**config.mk**
```make
export PLATFORM = sky130hd
export DESIGN_NAME = interrupt_controller
export DESIGN_NICKNAME = d
export VERILOG_FILES = /design/src/rtl/interrupt_controller_pkg.sv /design/src/rtl/interrupt_controller_edge_detect.sv /design/src/rtl/interrupt_controller.sv
export SDC_FILE = /design/constraint.sdc
export NUM_CORES = 1
export LEC_CHECK = 0
export CAP_MARGIN = 20
export CORE_UTILIZATION = 35
export DETAILED_ROUTE_END_ITERATION = 16
export GPL_TIMING_DRIVEN = 0
export PLACE_DENSITY = 0.69
export SYNTH_ARGS = -nofsm -noshare
export SYNTH_HDL_FRONTEND = slang
export SYNTH_SLANG_ARGS = --single-unit
```
**constraint.sdc**
```tcl
create_clock -name clk -period 4.89 [get_ports clk]
set_clock_uncertainty 0.05 [all_clocks]
set_input_delay 0.489 -clock clk [delete_from_list [all_inputs] [get_ports clk]]
set_output_delay 0.489 -clock clk [all_outputs]
set_load 0.02 [all_outputs]
```
**src/rtl/interrupt_controller_pkg.sv**
```systemverilog
// Shared constants and types for the interrupt sequencer.
package interrupt_controller_pkg;

   localparam int unsigned INTC_N_INT         = 4;
   localparam logic [15:0] INTC_VECTOR_BASE   = 16'h0008;
   localparam logic [15:0] INTC_VECTOR_STRIDE = 16'h0004;

   typedef enum logic [1:0] {
      INTC_IDLE    = 2'b00,
      INTC_REQ     = 2'b01,
      INTC_SERVICE = 2'b10
   } intc_state_t;

endpackage

```
**src/rtl/interrupt_controller_edge_detect.sv**
```systemverilog
// Rising-edge detector for the (already synchronised) interrupt lines.
module interrupt_edge_detect #(
   parameter int unsigned N_INT = 4
) (
   input  logic             clk,
   input  logic             reset,
   input  logic [N_INT-1:0] lines,
   output logic [N_INT-1:0] rise_c
);

   logic [N_INT-1:0] prev;

   // Previous-sample register; cleared by reset.
   always_ff @(posedge clk) begin
      if (reset) begin
         prev <= '0;
      end else begin
         prev <= lines;
      end
   end

   assign rise_c = lines & ~prev;

endmodule

```
**src/rtl/interrupt_controller.sv**
```systemverilog
// Interrupt sequencer: IE flag, pending latch, priority pick and entry handshake.
module interrupt_controller
   import interrupt_controller_pkg::*;
#(
   parameter int unsigned N_INT         = INTC_N_INT,
   parameter logic [15:0] VECTOR_BASE   = INTC_VECTOR_BASE,
   parameter logic [15:0] VECTOR_STRIDE = INTC_VECTOR_STRIDE
) (
   input  logic             clk,
   input  logic             reset,
   input  logic             fetch,
   input  logic             decode,
   input  logic             execute,
   input  logic             commit,
   input  logic             eix,
   input  logic             dix,
   input  logic             retix,
   input  logic [N_INT-1:0] int_lines,
   output logic             ie,
   output logic             int_req,
   output logic [15:0]      vector,
   output logic             int_ack,
   output logic [N_INT-1:0] in_service,
   output logic [N_INT-1:0] pending
);

   localparam int unsigned IDX_W = (N_INT > 1) ? $clog2(N_INT) : 1;

   intc_state_t      state;
   logic [IDX_W-1:0] idx;
   logic [IDX_W-1:0] win_idx;
   logic [N_INT-1:0] rise;
   logic [N_INT-1:0] idx_mask;
   logic             ie_upd;
   logic             any_pending;
   logic             phase_unused;

   // Only the fetch and commit phases matter to this block.
   assign phase_unused = decode ^ execute;

   interrupt_edge_detect #(.N_INT(N_INT)) u_edge (
      .clk    (clk),
      .reset  (reset),
      .lines  (int_lines),
      .rise_c (rise)
   );

   // IE as it will be after this cycle's commit strobes (DIX dominates).
   always_comb begin
      ie_upd = ie;
      if (commit) begin
         if (dix) begin
            ie_upd = 1'b0;
         end else if (eix || retix) begin
            ie_upd = 1'b1;
         end
      end
   end

   // Priority encoder: lowest set pending bit wins.
   always_comb begin
      win_idx = '0;
      for (int i = N_INT - 1; i >= 0; i--) begin
         if (pending[i]) begin
            win_idx = IDX_W'(i);
         end
      end
   end

   assign any_pending = |pending;
   assign idx_mask    = N_INT'(1) << idx;
   assign int_ack     = (state == INTC_REQ) && fetch;

   function automatic logic [15:0] vector_of(input logic [IDX_W-1:0] i);
      return 16'(VECTOR_BASE + 16'(16'(i) * VECTOR_STRIDE));
   endfunction

   // Sequencer state, pending/in-service bookkeeping and registered outputs.
   always_ff @(posedge clk) begin
      if (reset) begin
         state      <= INTC_IDLE;
         idx        <= '0;
         ie         <= 1'b0;
         int_req    <= 1'b0;
         vector     <= VECTOR_BASE;
         in_service <= '0;
         pending    <= '0;
      end else begin
         ie      <= ie_upd;
         pending <= pending | rise;
         case (state)
            INTC_IDLE: begin
               if (commit && ie_upd && any_pending) begin
                  state   <= INTC_REQ;
                  idx     <= win_idx;
                  int_req <= 1'b1;
                  vector  <= vector_of(win_idx);
               end
            end
            INTC_REQ: begin
               if (fetch) begin
                  state      <= INTC_SERVICE;
                  pending    <= (pending & ~idx_mask) | rise;
                  ie         <= 1'b0;
                  in_service <= idx_mask;
                  int_req    <= 1'b0;
                  vector     <= VECTOR_BASE;
               end
            end
            INTC_SERVICE: begin
               if (commit && retix) begin
                  in_service <= '0;
                  // A queued edge is requested at the same return commit.
                  if (ie_upd && any_pending) begin
                     state   <= INTC_REQ;
                     idx     <= win_idx;
                     int_req <= 1'b1;
                     vector  <= vector_of(win_idx);
                  end else begin
                     state <= INTC_IDLE;
                  end
               end
            end
            default: begin
               state <= INTC_IDLE;
            end
         endcase
      end
   end

endmodule

```
==> qor.csv <==
stage,metric,value,unit
outcome,status,finished clean,
timing,finalHoldViolCount,0,
clock_network,cts_sinks,21,
detailed_routing,drc,0,
logic_synthesis,synth_cell_type_count,35,
logic_synthesis,yosysWarnings,0,
timing,setup_viol,0,
detailed_routing,drtIter0Drc,8,
global_route,grt_max_degree,14,
placed_design,io_buffers,24,
setup_path,startpoint_type,primary input,
floorplan,die_w,58.4,um
setup_path,regToRegStartpoint,state[1]$_SDFFE_PP0P_,
setup_path,r2r_slack,3.01,ns
floorplan,start_util,0.368,
global_route,grt_pass1_vias,924,
setup_path,critical_path_arrival,1.85,ns
final_layout,final_util,0.490,
power,irDropWorstVdd,0.184,mV
logic_synthesis,synth_mux_area_frac,0.0449,
final_layout,diodes,0,
detailed_routing,vias_per_cell,4.55,
detailed_routing,firstDrtPassIters,4,
global_route,antenna_found_initial,0,
logic_synthesis,synth_cells,119,
placed_design,gp_congestion,0.785,
logic_synthesis,synthSimpleGateAreaFrac,0.169,
placed_design,place_hpwl,1.76,mm
logic_synthesis,syn-cell-area,1110,um2
clock_network,cts_resized,0,
logic_synthesis,synth.avg_cell_area,9.37,um2
clock_network,cts_setup_buffers,0,
power,cellPowerDensity,353,nW/um2
final_layout,fillers,300,
final_layout,final_cell_mix,"clkdlybuf4s50_1, dfxtp_1, buf_4, conb_1, inv_1",
global_route,grt_pass1_wl,3.89,mm
hold_path,hp-class,flip-flop to flip-flop,
global_route,grt_usage,0.150,
detailed_routing,via_count,924,
clock_network,cts_tree,done,
setup_path,cp_max_fo,5,
power,p_leak,0.582,nW
logic_synthesis,synth_top_family_by_area,compound AO/OA/AOI/OAI gates,
timing,max_clock_freq,419,MHz
floorplan,core,3030,um2
global_route,grt.overflow.total,0,
setup_path,worstPathRequired,4.35,ns
clock_network,clk_path_buf_depth,2,
final_layout,multiInputGateArea,593,um2
clock_network,hold_buffers,0,
setup_path,crit_path_end,int_ack,
logic_synthesis,ys_ff_latch,21,
timing,fin_crit_sh,0.488,
timing,fin_setup_tns,0,ns
clock_network,cts_made_buffers,3,
setup_path,r2r_cells,6,
logic_synthesis,synth_xor_area_frac,0,
floorplan,die_y,58.4,um
clock_network,htreeDepth,1,
timing,drv_slew,0,
logic_synthesis,yosysSeqAreaShare,0.377,
setup_path,timing.rr.end,vector[3]$_SDFFE_PP1P_,
detailed_routing,wl_per_cell,11.3,um
final_layout,nNetsFinal,178,
final_layout,seqCellArea,420,um2
floorplan,core.rowCount,20,
logic_synthesis,synth_compound_area_frac,0.218,
detailed_routing,wirelength,2.30,mm
timing,min_period,2.39,ns
run,cap_violations,0,
timing,rsz0062_at_grt,false,
detailed_routing,ant_nets,0,
floorplan,ioPinCount,40,
hold_path,hp-start,vector[4]$_SDFFE_PP0P_,
logic_synthesis,synth_fa_ha_area_frac,0.0561,
setup_path,endpoint_kind,output pin,
setup_path,setup.worst_path.start,fetch,
clock_network,clk_latency,0.31,ns
final_layout,layout_commonest_cell,clkdlybuf4s50_1,
setup_path,path_class,primary input to output pin,
floorplan,die_area,3410,um2
final_layout,drive_above_1_share,0.151,
final_layout,layout-area-overhead-vs-synth,33.2,%
clock_network,path_clk_slew,0.12,ns
clock_network,cts-root-buf,clkbuf_4,
kinds of logic (layout without fill, tap and decap cells):
family,after synthesis,after routing
AOI/OAI and AO/OA,29,29
adders and majority gates,5,5
buffers and inverters,26,54
DFF,21,21
muxes,5,5
other,1,13
and+or+nand+nor,32,32
power breakdown:
group          switching, mW  leakage [nW]  internal, mW  total, mW
clock network         0.0566        0.0139        0.0312     0.0878
registers             0.0196         0.173         0.194      0.214
logic                  0.119         0.396         0.104      0.223
total                  0.195         0.582         0.330      0.525
synthesized netlist by cell type:
cell       instances  area [um2]
a2111oi_0          2        17.5
a2111oi_2          1        15.0
a211o_1            1        8.76
a211oi_2           1        12.5
a21boi_0           1        7.51
a21oi_1            6        30.0
a32oi_1            4        35.0
and2_1             1        6.26
and2b_1            1        7.51
buf_4             13        97.6
clkbuf_1           2        7.51
conb_1             1        3.75
dfxtp_1           21         420
ha_1               5        62.6
inv_1             11        41.3
mux2i_1            5        50.1
nand2_1            1        3.75
nand2b_1          10        62.6
nor2_1             8        30.0
nor2b_1            4        25.0
nor3_1             1        5.00
nor3_2             1        10.0
nor3b_1            1        7.51
nor4_1             1        6.26
o21ai_0            1        5.00
o21ai_1            1        5.00
o221ai_2           1        15.0
o22a_2             1        10.0
o31ai_1            5        37.5
o32a_1             1        10.0
o32ai_1            2        17.5
o41ai_2            1        16.3
or3_1              1        6.26
or3b_2             1        8.76
or4b_1             1        10.0
metal layers:
| metal | vias up | global-route usage | part of all wire |
|---|---|---|---|
| li1 | 478 | - | - |
| met1 | 416 | 0.187 | 0.49 |
| met2 | 28 | 0.255 | 0.44 |
| met3 | 2 | 0.0549 | 0.062 |
| met4 | 0 | 0.0204 | 0.0035 |
| met5 | - | 0 | 0 |
worst min path at each step:
stage                                        end  slack, ns  cells past startpoint
final                     vector[4]$_SDFFE_PP0P_       0.44                      2
after global routing       pending[2]$_SDFF_PP0_       0.46                      2
after CTS                 vector[4]$_SDFFE_PP0P_       0.44                      2
after detailed placement  vector[4]$_SDFFE_PP0P_       0.42                      2
after global placement      int_req$_SDFFE_PP0P_       0.42                      2
after floorplan            pending[0]$_SDFF_PP0_       0.41                      2
stage by stage:
stage	hold slack, ns	total power, mW	cells	cell area [um2]	setup WS, ns
after global placement	0.419	0.436	199	1460	2.50
after detailed placement	0.423	0.440	199	1460	2.50
after floorplan	0.412	0.368	131	1160	3.17
final	0.441	0.525	203	1490	2.50
after CTS	0.441	0.530	203	1490	2.49
after global routing	0.462	0.563	203	1490	2.39
sequential cells by signal, summed over array words and instances, names as in the netlist:
signal	count
int_req	1
vector	3
in_service	4
pending	4
idx	2
state	2
ie	1
u_edge.prev	4
layout make-up:
type	instances	share of cell area
clock inverters	1	0.00505
repair buffers	24	0.162
inverters	11	0.0278
flip-flops and latches	21	0.283
well taps	44	0.0371
plain buffers	15	0.0708
multi-input cells	84	0.399
clock buffers	3	0.0152
worst max-delay path: stages:
cell	delay, ns
clkdlybuf4s50_1	0.50
nand2_1	0.14
inv_1	0.11
clkdlybuf4s50_1	0.60
(Power assumes the default switching activity.)
